### src/rtl/sync_fifo_counter.sv
// sync_fifo_counter: single-clock FIFO with occupancy count and registered read data
module sync_fifo_counter #(
  parameter int DATA_WIDTH = 8,
  parameter int DATA_DEPTH = 8
) (
  input  logic                          clk,
  input  logic                          rst,
  input  logic                          wr_en,
  input  logic                          rd_en,
  input  logic [DATA_WIDTH-1:0]         buf_in,
  output logic [DATA_WIDTH-1:0]         buf_out,
  output logic                          empty,
  output logic                          full,
  output logic [$clog2(DATA_DEPTH):0]   fifo_cnt
);
  localparam int AW = $clog2(DATA_DEPTH);
  localparam int CW = AW + 1;
  logic [DATA_WIDTH-1:0] r_mem [DATA_DEPTH];
  logic [AW-1:0]         r_wr_ptr;
  logic [AW-1:0]         r_rd_ptr;
  logic [CW-1:0]         r_cnt;
  logic [DATA_WIDTH-1:0] r_buf_out;
  logic                  w_wr;
  logic                  w_rd;
  assign empty    = r_cnt == '0;
  assign full     = r_cnt == CW'(DATA_DEPTH);
  assign w_wr     = wr_en & ~full;
  assign w_rd     = rd_en & ~empty;
  assign fifo_cnt = r_cnt;
  assign buf_out  = r_buf_out;
  // storage is never reset; only accepted writes touch it
  always_ff @(posedge clk) begin
    if (w_wr) r_mem[r_wr_ptr] <= buf_in;
  end
  // pointers wrap naturally because the depth is a power of two
  always_ff @(posedge clk or posedge rst) begin
    if (rst) begin
      r_wr_ptr <= '0;
      r_rd_ptr <= '0;
    end else begin
      if (w_wr) r_wr_ptr <= r_wr_ptr + AW'(1);
      if (w_rd) r_rd_ptr <= r_rd_ptr + AW'(1);
    end
  end
  // occupancy: +1 on write, -1 on read, unchanged when both or neither
  always_ff @(posedge clk or posedge rst) begin
    if (rst) r_cnt <= '0;
    else     r_cnt <= r_cnt + CW'(w_wr) - CW'(w_rd);
  end
  // read data is registered and holds when no read is accepted
  always_ff @(posedge clk or posedge rst) begin
    if (rst)       r_buf_out <= '0;
    else if (w_rd) r_buf_out <= r_mem[r_rd_ptr];
  end
endmodule

### config.mk
export PLATFORM = sky130hd
export DESIGN_NAME = sync_fifo_counter
export DESIGN_NICKNAME = d
export VERILOG_FILES = /design/src/rtl/sync_fifo_counter.sv
export SDC_FILE = /design/constraint.sdc
export NUM_CORES = 1
export LEC_CHECK = 0
export ABC_AREA = 1
export ABC_CLOCK_PERIOD_IN_PS = 2100
export CAP_MARGIN = 0
export CORE_AREA = 4 4 95 97
export DETAILED_ROUTE_END_ITERATION = 8
export DIE_AREA = 0 0 99 101
export PLACE_DENSITY_LB_ADDON = 0.15
export SLEW_MARGIN = 10
export SYNTH_ARGS = -nofsm -noshare
export SYNTH_HDL_FRONTEND = slang
export SYNTH_SLANG_ARGS = --single-unit
### constraint.sdc
create_clock -name clk -period 2.1 [get_ports clk]
set_input_delay 0.525 -clock clk [delete_from_list [all_inputs] [get_ports clk]]
set_output_delay 0.525 -clock clk [all_outputs]
set_load 0.02 [all_outputs]
==> metrics.md, run 1 <==
| Metric | Value |
|---|---|
| DR WL/cell | `14.5 microns` |
| Sequential power share | `40.5%` |
| Critical path's slowest cell | `dfrtp_2` |
| Die height | `101 microns` |
| Cell with the most instances after synthesis | `nand2_1` |
| Data arrival time of the critical path | `1.48 ns` |
| Commonest cells post-synth | `nand2_1, edfxtp_1, inv_1` |
| Clock skew | `0.0114 ns` |
| Internal | `3.61 mW` |
| Ports | `26` |
| CP Buf/Inv Count | `3` |
| Remaining routing DRC violations | `0` |
| Sequential share of the synthesized area | `65.3%` |
| Vias in the first global route | `2,304` |
| Max VDD drop | `0.603 mV` |
| Clock power share | `20.4%` |
| Fin util | `52.9%` |
| Gpl congestion | `0.809` |
| Pre-CTS setup slack | `-0.125 ns` |
| Critical Path RT | `1.57 ns` |
| Total core area | `8130 sq um` |
| Top cells by area, synth | `edfxtp_1, dfrtp_1, nand2_1, nand3_1, inv_1` |
| WS Path Type | `register to output pin` |
| Fin. Hold Viols | `0` |
| Die width | `99 microns` |
| Final-report max-slew violation count | `0` |
| Delay-heaviest family, CP | `buffers and inverters` |
| Crit Path Max Fanout | `3` |
| Total Power | `5.76 mW` |
| Detail Placement HPWL | `4780 microns` |
| Final std cells w/o fill | `500` |
| Congestion Overflow GR | `0` |
| Leakage power | `1.93 nW` |
| Final setup viols | `0` |
| Ant. Diodes | `0` |
| Seq cells post-synth | `82` |
| Clk sinks | `82` |
| # nets final | `411` |
| Sw Share | `37.3%` |
| Clock Path Buffers | `2` |
| Die footprint | `10000 sq um` |
| Syn Nets | `368` |
| Iter 0 DRT Violations | `124` |
| Root Buffer Master | `clkbuf_8` |
| Worst r2r path cells | `10` |
| First-pass GRT wire length | `11,600 microns` |
| Area leader, netlist | `edfxtp_1` |
| Final worst path period share | `95.3%` |
| Worst-path cell chain | `inv_2, ha_1, nand3_1, inv_1, clkdlybuf4s15_1` |
| NetSw | `2.14 mW` |
| WHS | `0.446 ns` |
| EDFF count, synth | `64` |
| Startpoint Class | `register` |
| Fmax | `499 MHz` |
| Worst slew margin | `72.5%` |
| Post-Syn Area | `3630 sq um` |
| Distinct cells, synth | `23` |
| Hold crit path type | `input pin to async pin` |
| Reg clk slew, reported paths | `0.09 ns` |
| CP Capture Type | `output pin` |
| Reg2reg setup slack | `0.12 ns` |
| Actual slew at the worst max-slew pin | `0.412 ns` |
| Initial Util | `44.7%` |
| CP Depth | `5` |
| Status | `completed` |
| First-pass DRT Iterations | `4` |
| Setup WS post-layout | `0.0978 ns` |
| Clock latency on the worst-skew pair | `0.35 ns` |
| Share of cells above drive strength 1 | `12.9%` |
| TritonCTS Buffers | `9` |
| Total number of H-tree levels | `3` |
| Vias | `2,367` |
| Largest net degree at the start of global routing | `34` |
| Area delta synth->final | `18.5%` |
| Combinational power share | `39.1%` |
| Syn_area_per_cell | `10.5 sq um` |
| Final ANT Viol Nets | `0` |
| Row cnt | `33` |
| RSZ-0062 raised after global routing | `no` |
| Max_cap viols | `0` |
| Async SR Flop Fraction | `22.0%` |
| Vias per inst | `4.73` |
| Placed cell count | `484` |
| Initial antenna violation count | `0` |
| CTS tree | `yes` |
| Total length of routed wires | `7240 microns` |
| Post-route minimum period | `2.00 ns` |
| CP max stage delay | `0.41 ns` |
| Power density over cell area | `1340 nW/um^2` |
| Ys Warns | `0` |
| Post-synth top flop | `edfxtp_1` |
| PortBufs | `25` |
| Top cell type's share of synthesized area | `52.9%` |
| All-layer global routing usage | `15.7%` |
| Cell count after synthesis | `347` |
==> state kept, by name, indices dropped and copies added (netlist names) <==
| name | cells |
|---|---|
| r_mem | 64 |
| buf_out | 8 |
| fifo_cnt | 4 |
| r_rd_ptr | 3 |
| r_wr_ptr | 3 |
==> metrics by stage <==
step	setup TNS, ns	instance area, sq um
after floorplan	0	3680
after global placement	-0.148	4100
after detailed placement	-0.169	4100
after CTS	0	4310
after global routing	0	4310
final	0	4310
==> cell type report <==
class	instances	area, sq um
Tap cell	105	131
Inverter	66	255
Sequential cell	82	2370
Multi-Input combinational cell	187	946
Fill cell	729	3830
Clock inverter	3	16.3
Timing Repair Buffer	44	392
Clock buffer	13	191
==> path summary, 6_finish.rpt <==
check | end | from
hold reg to reg | buf_out[3]$_DFFE_PP0P_ | buf_out[3]$_DFFE_PP0P_
setup / recovery | full | fifo_cnt[2]$_DFF_PP0_
min in group clk | buf_out[3]$_DFFE_PP0P_ | buf_out[3]$_DFFE_PP0P_
max in group asynchronous | buf_out[5]$_DFFE_PP0P_ | rst
hold / removal | buf_out[4]$_DFFE_PP0P_ | rst
setup reg to reg | fifo_cnt[1]$_DFF_PP0_ | fifo_cnt[2]$_DFF_PP0_
==> metal layers <==
layer,global-route usage [%],wire length (microns),share of wire (%),vias up
met5,0,0,0,-
met2,24.7,3470,48,55
met4,8.40,236,3.3,0
met3,4.36,309,4.3,20
li1,-,-,-,1182
met1,19.6,3230,45,1110
==> cell families after synthesis <==
family | count (synthesis) | synth area share, %
compound gates | 3 | 0.413
buf+inv | 78 | 9.99
flops | 82 | 65.3
simple gates | 170 | 19.8
fa+ha+maj | 9 | 3.31
xor+xnor | 5 | 1.21
==> repair_timing <==
action / 4_1_cts / 5_1_grt
gates resized for setup: 2 / 1
endpoints found under the hold margin: 0 / 0
buffers inserted: 0 / 0
pin swaps: 0 / 0
hold buffers: 0 / 0
setup endpoints to repair: 2 / 1
==> placed cells by master (no fill, tap or decap), types with 2 or more instances in the layout <==
cell type	n
nand3_1	50
edfxtp_1	64
inv_1	57
clkbuf_8	10
clkdlybuf4s50_1	23
clkbuf_16	2
nand2_1	109
clkinv_2	2
ha_1	5
dfrtp_2	2
buf_4	19
dfrtp_1	16
nor2_1	8
xnor2_1	2
inv_2	6
xor2_1	3
inv_4	2
ha_4	3
==> power groups by stage <==
stage	Sequential (mW)	Clock [mW]	Combinational [mW]
floorplan	2.45	0	1.51
global placement	2.36	0	2.26
detailed placement	2.37	0	2.28
CTS	2.34	1.19	2.29
global route	2.37	1.28	2.52
finish	2.33	1.17	2.25
Power figures use the tool's default switching activity.
==> run 2, diff against run 1 <==
--- a/config.mk
+++ b/config.mk
@@ -12,6 +12,8 @@
 export DETAILED_ROUTE_END_ITERATION = 8
 export DIE_AREA = 0 0 99 101
 export PLACE_DENSITY_LB_ADDON = 0.15
+export SETUP_SLACK_MARGIN = 0.2
+export SKIP_CTS_REPAIR_TIMING = 1
 export SLEW_MARGIN = 10
 export SYNTH_ARGS = -nofsm -noshare
 export SYNTH_HDL_FRONTEND = slang
==> metrics.md, run 2 (same netlist as run 1, synthesis figures left out) <==
| Metric | Value |
|---|---|
| Post-route minimum period | `1.89 ns (was 2.00 ns)` |
| First-pass DRT Iterations | `6 (was 4)` |
| Final worst path period share | `90.1% (was 95.3%)` |
| Hold crit path type | `input pin to async pin (unchanged)` |
| WS Path Type | `register to register (was register to output pin)` |
| Reg clk slew, reported paths | `0.09 ns (about the same)` |
| Placed cell count | `484 (unchanged)` |
| Critical Path RT | `2.35 ns (was 1.57 ns)` |
| Startpoint Class | `register (unchanged)` |
| Final setup viols | `0 (unchanged)` |
| Final-report max-slew violation count | `0 (unchanged)` |
| Area delta synth->final | `20.6% (was 18.5%)` |
| Fmax | `529 MHz (was 499 MHz)` |
| Initial Util | `44.7% (unchanged)` |
| CP Buf/Inv Count | `4 (was 3)` |
| Clock skew | `0.00961 ns (was 0.0114 ns)` |
| Status | `completed (unchanged)` |
| Worst slew margin | `72.4% (was 72.5%)` |
| Placed cell area | `4100 sq um (unchanged)` |
| Vias in the first global route | `2,304 (unchanged)` |
| Worst-path cell chain | `inv_4, ha_4, nand3_4, nand2_4, ha_4, inv_2, ha_4, inv_2, fa_2, inv_2 (was inv_2, ha_1, nand3_1, inv_1, clkdlybuf4s15_1)` |
| Total core area | `8130 sq um (unchanged)` |
| PortBufs | `25 (unchanged)` |
| Max_cap viols | `0 (unchanged)` |
| Largest reg by FF count | `r_mem (unchanged)` |
| Iter 0 DRT Violations | `103 (was 124)` |
| Total Power | `5.81 mW (was 5.76 mW)` |
| Row cnt | `33 (unchanged)` |
| Clk sinks | `82 (unchanged)` |
| Finished Cell Area | `4380 sq um (was 4310 sq um)` |
| RSZ-0062 raised after global routing | `yes (was no)` |
| Total number of H-tree levels | `3 (unchanged)` |
| First-pass GRT wire length | `11,600 microns (unchanged)` |
| Setup TNS | `0 ns (unchanged)` |
| CTS tree | `yes (unchanged)` |
| Max VDD drop | `0.604 mV (was 0.603 mV)` |
| Max reg flops | `64 (unchanged)` |
| Commonest non-fill, non-tap cell in the layout | `nand2_1 (unchanged)` |
| Detail Placement HPWL | `4780 microns (unchanged)` |
| Die width | `99 microns (unchanged)` |
| Vias | `2,374 (was 2,367)` |
| Setup WS post-layout | `0.208 ns (was 0.0978 ns)` |
| Vias per inst | `4.73 (about the same)` |
| Commonest cells after routing, fill and taps aside | `nand2_1, edfxtp_1, inv_1 (unchanged)` |
| Die footprint | `10000 sq um (unchanged)` |
| Clock Path Buffers | `2 (unchanged)` |
| Data arrival time of the critical path | `2.14 ns (was 1.48 ns)` |
| CP max stage delay | `0.52 ns (was 0.41 ns)` |
| Root Buffer Master | `clkbuf_8 (unchanged)` |
| # nets final | `413 (was 411)` |
| DR WL/cell | `14.5 microns (about the same)` |
| Largest net degree at the start of global routing | `34 (unchanged)` |
| Critical path's slowest cell | `fa_2 (was dfrtp_2)` |
| Actual slew at the worst max-slew pin | `0.414 ns (was 0.412 ns)` |
| Leakage power | `2.05 nW (was 1.93 nW)` |
| Clock latency on the worst-skew pair | `0.35 ns (about the same)` |
| Initial antenna violation count | `0 (unchanged)` |
| Gpl congestion | `0.809 (unchanged)` |
| Fin. Hold Viols | `0 (unchanged)` |
| Filler cells | `720 (was 729)` |
| Remaining routing DRC violations | `0 (unchanged)` |
| CP Capture Type | `register (was output pin)` |
| Final std cells w/o fill | `502 (was 500)` |
| Ant. Diodes | `0 (unchanged)` |
| Total length of routed wires | `7280 microns (was 7240 microns)` |
| Crit Path Max Fanout | `3 (unchanged)` |
| Final ANT Viol Nets | `0 (unchanged)` |
| Congestion Overflow GR | `0 (unchanged)` |
| Pre-CTS setup slack | `-0.125 ns (unchanged)` |
| All-layer global routing usage | `15.7% (unchanged)` |
| Share of cells above drive strength 1 | `14.6% (was 12.9%)` |
| Die height | `101 microns (unchanged)` |
| Delay-heaviest family, CP | `adder cells (was buffers and inverters)` |
| Ports | `26 (unchanged)` |
| TritonCTS Buffers | `9 (unchanged)` |
| Power density over cell area | `1330 nW/um^2 (was 1340 nW/um^2)` |
## run 2: changes by cell type in the layout (fill, tap and decap cells not counted), moves of 2 or more
cell | before | now
buf_4 | 19 | 21
clkdlybuf4s50_1 | 23 | 14
dlymetal6s2s_1 | 0 | 10
inv_4 | 2 | 4
## run 2: worst reg2reg max path, cell delays in order, from the launching register on
cell and delay (ns):
dfrtp_2 0.43, inv_4 0.09, ha_4 0.14, nand3_4 0.09, nand2_4 0.09, ha_4 0.20, inv_2 0.05, ha_4 0.12
inv_2 0.03, fa_2 0.52, inv_2 0.03
## run 2: where the power goes
group	internal (mW)	switching, mW
registers	2.13	0.203
clock network	0.604	0.562
logic	0.896	1.41
total	3.63	2.17
## run 2: worst paths after layout
path,from,end,slack (ns),cells past startpoint
max,fifo_cnt[2]$_DFF_PP0_,fifo_cnt[1]$_DFF_PP0_,0.21,10
min,rst,buf_out[4]$_DFFE_PP0P_,0.45,2
max reg2reg,fifo_cnt[2]$_DFF_PP0_,fifo_cnt[1]$_DFF_PP0_,0.21,10
min reg2reg,buf_out[1]$_DFFE_PP0P_,buf_out[1]$_DFFE_PP0P_,0.48,2
max in group asynchronous,rst,buf_out[2]$_DFFE_PP0P_,1.18,3
min in group clk,buf_out[1]$_DFFE_PP0P_,buf_out[1]$_DFFE_PP0P_,0.48,2
## run 2: through the flow
step / hold WS (ns) / util [%]
2_1_floorplan: 0.463 / -
5_1_grt: 0.463 / 53.9
3_5_place_dp: 0.470 / 50.4
4_1_cts: 0.459 / 53.0
6_report: 0.451 / 53.9
3_3_place_gp: 0.467 / 50.4
## run 2: cell type report
type / count / area (sq um) / share of cell area [%]
Timing Repair Buffer: 46 / 428 / 9.77
Multi-Input combinational cell: 187 / 978 / 22.3
Inverter: 66 / 260 / 5.94
Clock buffer: 13 / 191 / 4.37
Tap cell: 105 / 131 / 3.00
Sequential cell: 82 / 2370 / 54.2
Clock inverter: 3 / 16.3 / 0.371
## run 2: per-layer routing
metal / part of all wire, % / wire (microns) / GRT usage [%]
met5: 0 / 0 / 0
met4: 3.2 / 234 / 8.40
met3: 4.0 / 288 / 4.36
met2: 49 / 3530 / 24.7
met1: 44 / 3230 / 19.6
